**config.mk**
```make
export PLATFORM = sky130hd
export DESIGN_NAME = seg_scan_display_flat
export DESIGN_NICKNAME = d
export VERILOG_FILES = /design/src/rtl/seg_scan_display_pkg.sv /design/src/rtl/seg_scan_display_if.sv /design/src/rtl/seg_scan_display_hex7seg.sv /design/src/rtl/seg_scan_display.sv /design/src/flat_wrapper.sv
export SDC_FILE = /design/constraint.sdc
export NUM_CORES = 1
export LEC_CHECK = 0
export BUFFER_PORTS_ARGS = -buffer_cell sky130_fd_sc_hd__buf_2
export CAP_MARGIN = 40
export CORE_MARGIN = 8
export CORE_UTILIZATION = 55
export CTS_BUF_LIST = sky130_fd_sc_hd__clkbuf_4 sky130_fd_sc_hd__clkbuf_8
export CTS_CLUSTER_SIZE = 16
export DETAILED_ROUTE_END_ITERATION = 10
export PLACE_DENSITY = 0.74
export REMOVE_ABC_BUFFERS = 1
export SLEW_MARGIN = 20
export SYNTH_ARGS = -nofsm -noshare
export SYNTH_HDL_FRONTEND = slang
export SYNTH_SLANG_ARGS = --single-unit
```
**constraint.sdc**
```tcl
create_clock -name clk -period 2.85 [get_ports clk]
set_input_delay 0.1425 -clock clk [delete_from_list [all_inputs] [get_ports clk]]
set_output_delay 0.1425 -clock clk [all_outputs]
set_load 0.1 [all_outputs]
```
**src/rtl/seg_scan_display_pkg.sv**
```systemverilog
// seg_pkg: shared constants and helpers for the seven-segment scan driver.
// Segment patterns are active-low, segments a..g on bits 0..6.
package seg_pkg;

   localparam logic [6:0] SEG_0     = 7'h40;
   localparam logic [6:0] SEG_1     = 7'h79;
   localparam logic [6:0] SEG_2     = 7'h24;
   localparam logic [6:0] SEG_3     = 7'h30;
   localparam logic [6:0] SEG_4     = 7'h19;
   localparam logic [6:0] SEG_5     = 7'h12;
   localparam logic [6:0] SEG_6     = 7'h02;
   localparam logic [6:0] SEG_7     = 7'h78;
   localparam logic [6:0] SEG_8     = 7'h00;
   localparam logic [6:0] SEG_9     = 7'h10;
   localparam logic [6:0] SEG_A     = 7'h08;
   localparam logic [6:0] SEG_B     = 7'h03;
   localparam logic [6:0] SEG_C     = 7'h46;
   localparam logic [6:0] SEG_D     = 7'h21;
   localparam logic [6:0] SEG_E     = 7'h06;
   localparam logic [6:0] SEG_F     = 7'h0E;
   localparam logic [6:0] SEG_BLANK = 7'h7F;

   // All anodes released; sliced down to the digit count in use (max 8).
   localparam logic [7:0] SEG_AN_OFF = 8'hFF;

   // Counter width able to hold 0..n-1 (never less than one bit).
   function automatic int seg_cnt_width(input int n);
      int w = 1;
      while ((1 << w) < n) w = w + 1;
      return w;
   endfunction

endpackage

```
**src/rtl/seg_scan_display_if.sv**
```systemverilog
// seg_scan_display_if: value/brightness inputs and display pin outputs of
// the scanner. The application side uses master, the scanner uses slave.
interface seg_scan_display_if #(
   parameter int NUM_DIGITS = 4
);
   logic [4*NUM_DIGITS-1:0] number;
   logic [NUM_DIGITS-1:0]   dp;
   logic [3:0]              bright;
   logic [NUM_DIGITS-1:0]   an;
   logic [6:0]              seg;
   logic                    dp_n;
   logic                    frame;

   modport master (output number, dp, bright, input an, seg, dp_n, frame);
   modport slave  (input number, dp, bright, output an, seg, dp_n, frame);
endinterface

```
**src/rtl/seg_scan_display_hex7seg.sv**
```systemverilog
// hex7seg: combinational 4-bit hex to active-low seven-segment decoder.
module hex7seg
   import seg_pkg::*;
(
   input  logic [3:0] hex,
   output logic [6:0] seg
);

   // Full 0-F decode: 0-9, A, b, C, d, E, F
   always_comb begin
      seg = SEG_BLANK;
      case (hex)
         4'h0: seg = SEG_0;
         4'h1: seg = SEG_1;
         4'h2: seg = SEG_2;
         4'h3: seg = SEG_3;
         4'h4: seg = SEG_4;
         4'h5: seg = SEG_5;
         4'h6: seg = SEG_6;
         4'h7: seg = SEG_7;
         4'h8: seg = SEG_8;
         4'h9: seg = SEG_9;
         4'hA: seg = SEG_A;
         4'hB: seg = SEG_B;
         4'hC: seg = SEG_C;
         4'hD: seg = SEG_D;
         4'hE: seg = SEG_E;
         4'hF: seg = SEG_F;
         default: seg = SEG_BLANK;
      endcase
   end

endmodule

```
**src/rtl/seg_scan_display.sv**
```systemverilog
// seg_scan_display: time-multiplexed common-anode seven-segment scanner
// with per-frame input snapshot and 16-level PWM brightness.
// Build macro: SEG_LZB_EN enables leading-zero blanking.
module seg_scan_display
   import seg_pkg::*;
#(
   parameter int NUM_DIGITS  = 4,
   parameter int REFRESH_DIV = 65536
) (
   input logic               clk,
   input logic               rst,
   seg_scan_display_if.slave bus
);

   localparam int PW     = seg_cnt_width(REFRESH_DIV);
   localparam int PH_LEN = REFRESH_DIV / 16;
   localparam int SW     = seg_cnt_width(PH_LEN);
   localparam int IW     = seg_cnt_width(NUM_DIGITS);

   localparam logic [PW-1:0] PCNT_MAX = PW'(REFRESH_DIV - 1);
   localparam logic [SW-1:0] SUB_MAX  = SW'(PH_LEN - 1);
   localparam logic [IW-1:0] IDX_MAX  = IW'(NUM_DIGITS - 1);

   logic [PW-1:0]           pcnt_p0;
   logic [SW-1:0]           sub_p0;
   logic [3:0]              phase_p0;
   logic [IW-1:0]           idx_p0;
   logic                    run_p0;
   logic [4*NUM_DIGITS-1:0] num_sh;
   logic [NUM_DIGITS-1:0]   dp_sh;
   logic [3:0]              bright_sh;

   logic                    tick;
   logic                    wrap;
   logic [3:0]              nib;
   logic                    dp_sel;
   logic [6:0]              seg_dec;
   logic                    blank;
   logic                    active;

   logic [NUM_DIGITS-1:0]   an_p1;
   logic [6:0]              seg_p1;
   logic                    dp_n_p1;
   logic                    frame_p1;

   assign tick = (pcnt_p0 == PCNT_MAX);
   // The slot right after reset is a dark lead-in, so its tick also starts
   // a frame: the first frame begins one slot after reset is released.
   assign wrap = !run_p0 || (idx_p0 == IDX_MAX);

   // ---- stage p0: prescaler, PWM phase, digit index and frame snapshot ----
   always_ff @(posedge clk) begin
      if (!rst) begin
         pcnt_p0   <= '0;
         sub_p0    <= '0;
         phase_p0  <= '0;
         idx_p0    <= '0;
         run_p0    <= 1'b0;
         num_sh    <= '0;
         dp_sh     <= '0;
         bright_sh <= '0;
      end else if (tick) begin
         pcnt_p0  <= '0;
         sub_p0   <= '0;
         phase_p0 <= '0;
         run_p0   <= 1'b1;
         if (wrap) begin
            idx_p0    <= '0;
            num_sh    <= bus.number;
            dp_sh     <= bus.dp;
            bright_sh <= bus.bright;
         end else begin
            idx_p0 <= idx_p0 + 1'b1;
         end
      end else begin
         pcnt_p0 <= pcnt_p0 + 1'b1;
         if (sub_p0 == SUB_MAX) begin
            sub_p0   <= '0;
            phase_p0 <= phase_p0 + 1'b1;
         end else begin
            sub_p0 <= sub_p0 + 1'b1;
         end
      end
   end

   // Select the nibble and decimal point of the digit being scanned
   always_comb begin
      nib    = 4'h0;
      dp_sel = 1'b0;
      for (int k = 0; k < NUM_DIGITS; k++) begin
         if (idx_p0 == IW'(k)) begin
            nib    = num_sh[4*k +: 4];
            dp_sel = dp_sh[k];
         end
      end
   end

   hex7seg u_hex7seg (
      .hex (nib),
      .seg (seg_dec)
   );

`ifdef SEG_LZB_EN
   // Blank digit k > 0 while it and every higher digit are zero with no
   // decimal point lit; a lit point makes the zeros below it significant.
   always_comb begin
      logic lead;
      lead  = 1'b1;
      blank = 1'b0;
      for (int k = NUM_DIGITS - 1; k >= 1; k--) begin
         lead = lead && (num_sh[4*k +: 4] == 4'h0) && !dp_sh[k];
         if (idx_p0 == IW'(k)) blank = lead;
      end
   end
`else
   assign blank = 1'b0;
`endif

   // The tick cycle is forced dark so each slot starts with one anode-off clock
   assign active = run_p0 && !tick && (phase_p0 <= bright_sh) && !blank;

   // ---- stage p1: registered display pins ----
   always_ff @(posedge clk) begin
      if (!rst) begin
         an_p1    <= SEG_AN_OFF[NUM_DIGITS-1:0];
         seg_p1   <= SEG_BLANK;
         dp_n_p1  <= 1'b1;
         frame_p1 <= 1'b0;
      end else begin
         frame_p1 <= tick && wrap;
         if (active) begin
            an_p1   <= ~(NUM_DIGITS'(1) << idx_p0);
            seg_p1  <= seg_dec;
            dp_n_p1 <= ~dp_sel;
         end else begin
            an_p1   <= SEG_AN_OFF[NUM_DIGITS-1:0];
            seg_p1  <= SEG_BLANK;
            dp_n_p1 <= 1'b1;
         end
      end
   end

   assign bus.an    = an_p1;
   assign bus.seg   = seg_p1;
   assign bus.dp_n  = dp_n_p1;
   assign bus.frame = frame_p1;

endmodule

```
**src/flat_wrapper.sv**
```systemverilog
// flat-port wrapper written by rule: the top's interface ports become plain ports
module seg_scan_display_flat import seg_pkg::*;
#(
   parameter int NUM_DIGITS  = 4,
   parameter int REFRESH_DIV = 65536
)
  (clk, rst, bus_number, bus_dp, bus_bright, bus_an, bus_seg, bus_dp_n, bus_frame);
  seg_scan_display_if #(.NUM_DIGITS(NUM_DIGITS)) bus_i ();
  input logic clk;
  input logic rst;
  input wire logic [$bits(bus_i.number)-1:0] bus_number;
  input wire logic [$bits(bus_i.dp)-1:0] bus_dp;
  input wire logic [$bits(bus_i.bright)-1:0] bus_bright;
  output wire logic [$bits(bus_i.an)-1:0] bus_an;
  output wire logic [$bits(bus_i.seg)-1:0] bus_seg;
  output wire logic [$bits(bus_i.dp_n)-1:0] bus_dp_n;
  output wire logic [$bits(bus_i.frame)-1:0] bus_frame;
  assign bus_i.number = bus_number;
  assign bus_i.dp = bus_dp;
  assign bus_i.bright = bus_bright;
  assign bus_an = bus_i.an;
  assign bus_seg = bus_i.seg;
  assign bus_dp_n = bus_i.dp_n;
  assign bus_frame = bus_i.frame;
  seg_scan_display #(.NUM_DIGITS(NUM_DIGITS), .REFRESH_DIV(REFRESH_DIV)) u_core (.clk(clk), .rst(rst), .bus(bus_i));
endmodule
```
# Word level (Yosys, flattened, before mapping)

Memory sizes are Yosys's and may differ from the RTL's. A register that Yosys moved wholly into a read port is not among the register bits.
Cells that the tools add are included.

Bits in registers: 65
Latch bits: 0
Memory bits (writable): 0
Bits in read-only memories: 112
Input port bits: 26
Output and inout port bits: 13
Logic and storage cells: 47
Memories kept: 1

Add/sub/neg operators: 4
Multiply operators: 0
Div/mod/pow operators: 0
Magnitude comparators: 1
Equality and inequality tests: 5
Shift operators: 1
Mux-type cells: 9
Bitwise gates (word level): 3
Reduce and logical (&&, ||, !) cells: 12

Memory list:

| memory          | depth | width | rd ports | clocked after Yosys merged registers in | write ports | line                           | RTL |
|---|---|---|---|---|---|---|---|
| (no name shown) | 16    | 7     | 1        | 1                                       | 0           | seg_scan_display_hex7seg.sv:12 | `case (hex)` |

Operator list:

| operator                | number |
|---|---|
| $add A16 B1 Y16 const B | 1 |
| $eq A16 B16 Y1 const B  | 1 |
| $mux W4                 | 4 |
| $add A12 B1 Y12 const B | 1 |
| $eq A12 B12 Y1 const B  | 1 |
| $add A4 B1 Y4 const B   | 1 |
| $eq A2 B2 Y1 const B    | 2 |
| $le A4 B4 Y1            | 1 |
| $mux W1                 | 4 |
| $not A4 Y4              | 1 |
| $reduce_and A2 Y1       | 2 |
| $shl A1 B2 Y4 const A   | 1 |
| $logic_and A1 B1 Y1     | 3 |
| $logic_not A1 Y1        | 3 |
| $reduce_or A3 Y1        | 1 |
| $add A2 B1 Y2 const B   | 1 |
| $eq A2 B1 Y1 const B    | 1 |
| $logic_not A2 Y1        | 1 |
| $mux W2                 | 1 |
| $not A1 Y1              | 2 |
| $reduce_or A2 Y1        | 1 |
| $logic_or A1 B1 Y1      | 1 |

# Logic depth before layout (Yosys ltp)

Depth after elaboration: 6
Mapped depth: 11
Depth with buffers taken out: 10

# By module

A second synthesis with hierarchy kept.

Cell total of the unflattened synthesis: 333
Area total of the unflattened synthesis: 3,135.5 µm²

Modules (own cells, without submodules):

| module           | instances | cells each | area each (µm²) | sequential area each (µm²) |
|---|---|---|---|---|
| seg_scan_display | 1         | 298        | 2,887.8         | 1,441.4 |
| hex7seg          | 1         | 35         | 247.7           | 0.0 |

# Least setup slack after synthesis

Ideal clock, no wire load.

Path kind: register to register
Start point: reg u_core.idx_p0[1]
End point: reg u_core.seg_p1[3], in the netlist u_core.bus.seg[3]
Library setup time: 0.129 ns
Data arrival time: 2.193 ns
Data required time: 2.721 ns
Setup slack: 0.528 ns
Cell stages (with the launch flop): 10
Path buffers: 1
Clock period less this slack: 2.322 ns
Cells stage by stage: dfxtp_1 > ha_1 > clkbuf_1 > a211oi_1 > a221oi_1 > inv_1 > ha_1 > nand2_1 > o211ai_1 > o211ai_1

Longest elaborated chain between the ends: 5
Elaborated cells between the ends (all ways): 8
Those cells by class: eq/ne: 3; mux: 4; reduce/logical: 1

Ends and longest elaborated chain:

| item                     | line                   | RTL |
|---|---|---|
| start: declaration       | seg_scan_display.sv:27 | `logic [IW-1:0] idx_p0;` |
| start signal: assignment | seg_scan_display.sv:73 | `idx_p0 <= idx_p0 + 1'b1;` |
| $logic_not A2 Y1         | seg_scan_display.sv:91 | `if (idx_p0 == IW'(k)) begin` |
| $mux W4 (3 in a row)     | seg_scan_display.sv:91 |  |
| $mux W4 *                | seg_scan_display.sv:91 |  |
| end: declaration         | seg_scan_display.sv:42 | `logic [6:0] seg_p1;` |

Mark *: on every way between the ends. The rest lies on a longest branch, timed or not.
A chain may end at the register's enable or synchronous reset.

# Worst setup path in the final report

Start point: reg u_core.idx_p0[1]
End point: reg u_core.seg_p1[0], in the netlist u_core.bus.seg[0]

Same word-level chain as after synthesis.

==> qor.csv <==
metric;value;unit
post-synthesis compound-gate area fraction;13.9;%
gpl congestion;0.776;
routed vias;2337;
Routed Antenna Nets;0;
Place WS;0.474;ns
CP max stage delay;0.38;ns
final setup margin;0.461;ns
clk slew on worst S/H paths;0.08;ns
vias in the first global route;2328;
largest net degree at the start of global routing;26;
Peak VDD IR;0.000330;V
Sink Count;72;
Area Growth Syn to Fin;18.7;%
critical path's slowest cell;dfxtp_1;
CTS max path bufs;2;
power density cells;563;nW/um2
Fin. Hold Viols;0;
DP Wirelength;4.02;mm
DP Area;3330;um2
1st-iter DRT viols;89;
LEAKAGE;1.53;nW
TritonCTS clock tree;yes;
cell breakdown of the critical path;inv_1 > ha_1 > a211oi_1 > a221o_1 > inv_1 > ha_1 > or3_1 > o221ai_1 > nand2_1;
Slew Viols, Final;0;
total CTS buffers;9;
Seq/Total Area, Yosys;46.4;%
area leader, netlist;dfxtp_1;
synthesized area;3110;um2
hold worst-path end;u_core.num_sh[7];
CP Class;reg2reg;
skew final;0.0113;ns
final net count;411;
post-synthesis instance total;320;
RR Endpoint;u_core.bus.seg[0];
met1 Track Usage GR;15.6;%
hold path cells;2;
Die W;91.2;um
simple-gate area share of the yosys netlist;17.8;%
layout cells sized above 1;16.4;%
Worst EP arrival;2.60;ns
grt ovf;0;
drt pass-1 iters;4;
GR peak layer;met2;
top cells by area, synth;dfxtp_1 (46%), ha_1 (6.8%), a22o_1 (6.8%);
Final setup violation count;0;
CP Data Required Time;3.06;ns
syn avg cell area;9.71;um2
Max Cap Viol;0;
I/O Buffers;38;
first-pass GRT wire length;9.93;mm
Setup crit end kind;register;
post-synthesis cell type count;39;
Routed WL per cell;13.3;um
IO Pins;39;
period utilization;83.8;%
CP max FO;11;
drt drc;0;
Core Box Area;5470;um2
R2R setup slack;0.46;ns
post_cts resized;0;
Synth top area share;46.4;%
worst relative slew slack;57.7;%
Die ar.;8310;um2
outcome;completed;
synth warn;0;
worst reg2reg path depth;9;
GRT Overall Usage;14.4;%
largest family of logic cells by synthesized area;simple AND/OR/NAND/NOR gates;
Final min period;2.39;ns
Max Clock Freq;419;MHz
hold path start;bus_number[7];
clk_lat worst skew;0.34;ns
diodes inserted;0;
initial antenna violation count;0;
Fin Hold WS;0.0154;ns
RSZ-0062 raised after global routing;no;
mux contribution to synthesized area;1.93;%
root buf cell;clkbuf_8;
die span in y;91.2;um
drt total wl;5.92;mm
Synth Area in XOR/XNOR;7.61;%
Fill cells;457;
FF-to-FF Start;u_core.idx_p0[1];
met3 Resource Use GR;3.70;%
Starting Density;56.8;%
Final Instance Area;3690;um2
row count;27;
met2 Usage GRT;25.1;%
CP startpoint kind;register;
Yosys reg bits;72;
H-tree levels;3;
Post-Route Setup TNS;0;ns
Hold Path Class;in2reg;
area share of fa/ha/maj cells after synthesis;6.84;%
Worst-Margin Slew;0.632;ns
vias per cell;5.25;
==> how the worst max path moves through the flow <==
stage / from / to / slack (ns) / cells past startpoint
finish: u_core.idx_p0[1] / u_core.bus.seg[0] / 0.46 / 9
CTS: u_core.idx_p0[1] / u_core.bus.seg[0] / 0.46 / 9
global placement: u_core.idx_p0[0] / u_core.bus.seg[0] / 0.54 / 9
global route: u_core.idx_p0[1] / u_core.bus.seg[3] / 0.29 / 9
detailed placement: u_core.idx_p0[1] / u_core.bus.seg[0] / 0.47 / 9
floorplan: u_core.pcnt_p0[0] / u_core.sub_p0[2] / 0.24 / 6
==> critical path: cells and delay by family, from the launching register on <==
family	cells	cell delay, ns
compound gates	3	0.70
fa+ha+maj	2	0.55
flops	1	0.38
simple gates	2	0.44
buf+inv	2	0.19
==> state kept, by name, summed over array words and instances (netlist names) <==
signal,cells
u_core.bright_sh,4
u_core.idx_p0,2
u_core.bus.an,4
u_core.dp_sh,4
u_core.bus.frame,1
u_core.run_p0,1
u_core.bus.seg,7
u_core.sub_p0,12
u_core.bus.dp_n,1
u_core.pcnt_p0,16
u_core.num_sh,16
u_core.phase_p0,4
==> layout make-up <==
class	instances	area, um2	area share (%)
clock buffers	11	151	4.10
flip-flops and latches	72	1440	39.1
well taps	72	90.1	2.44
inverters	20	75.1	2.04
multi-input cells	212	1500	40.6
clock inverters	5	103	2.78
repair buffers	53	332	8.99
==> cells by family (layout without fill, tap and decap cells) <==
group,after synthesis,after routing
buf+inv,36,89
flops,72,72
simple gates,107,107
xor+xnor,27,27
compound gates,55,55
fa+ha+maj,17,17
mux,6,6
==> cells in the final DEF (no fill, tap or decap), types with 5 or more instances in the layout <==
cell type      instances
nand2_1               22
nor2_1                33
and2_1                 5
ha_1                  17
nand3_1               12
xnor2_1               10
xor2_1                17
clkbuf_8              11
nand3b_1               5
nand4_1                6
buf_2                 38
dfxtp_1               72
mux2i_1                6
a22o_1                24
and3_1                 6
dlygate4sd3_1         10
inv_1                 20
==> stage by stage <==
step | instances | power [mW] | util, %
6_report | 445 | 2.08 | 67.4
5_1_grt | 445 | 2.14 | 67.4
4_1_cts | 445 | 2.10 | 67.4
3_5_place_dp | 419 | 1.09 | 60.9
3_3_place_gp | 418 | 1.09 | 60.7
2_1_floorplan | 304 | 1.06 | -
==> per-layer routing <==
layer	routed length, um	share of wire [%]	up-vias
li1	-	-	1208
met3	286	4.8	9
met2	2800	47	44
met1	2730	46	1076
met4	98	1.7	0
met5	0	0	-
==> power by group <==
part / total (mW) / switching (mW) / leakage (nW) / internal, mW
clock network: 1.00 / 0.373 / 0.126 / 0.628
logic: 0.0583 / 0.0271 / 0.824 / 0.0312
registers: 1.02 / 0.00592 / 0.581 / 1.01
total: 2.08 / 0.406 / 1.53 / 1.67
==> cell usage after synthesis, drive strengths merged <==
cell    number
a21boi       1
o221ai       2
mux2i        6
nand3       12
a21oi        4
o21ai        5
nor3b        4
ha          17
o22ai        2
clkbuf       5
and3         6
nand2b       3
nor2        34
and4         3
or3          2
a221o        2
o41ai        1
a22oi        4
xnor2       10
nand3b       5
dfxtp       72
nand4        6
buf         11
o21a         1
nand2       22
o211ai       3
xor2        17
a22o        24
and2         5
inv         20
a211oi       4
a221oi       2
and4b        1
or4          1
nor2b        3
==> what timing repair did <==
item | 4_1_cts | 5_1_grt
buffers inserted | 0 | 0
endpoints found under the hold margin | 10 | 0
hold buffers | 10 | 0
Note: power is estimated with default switching activity, not from simulation.
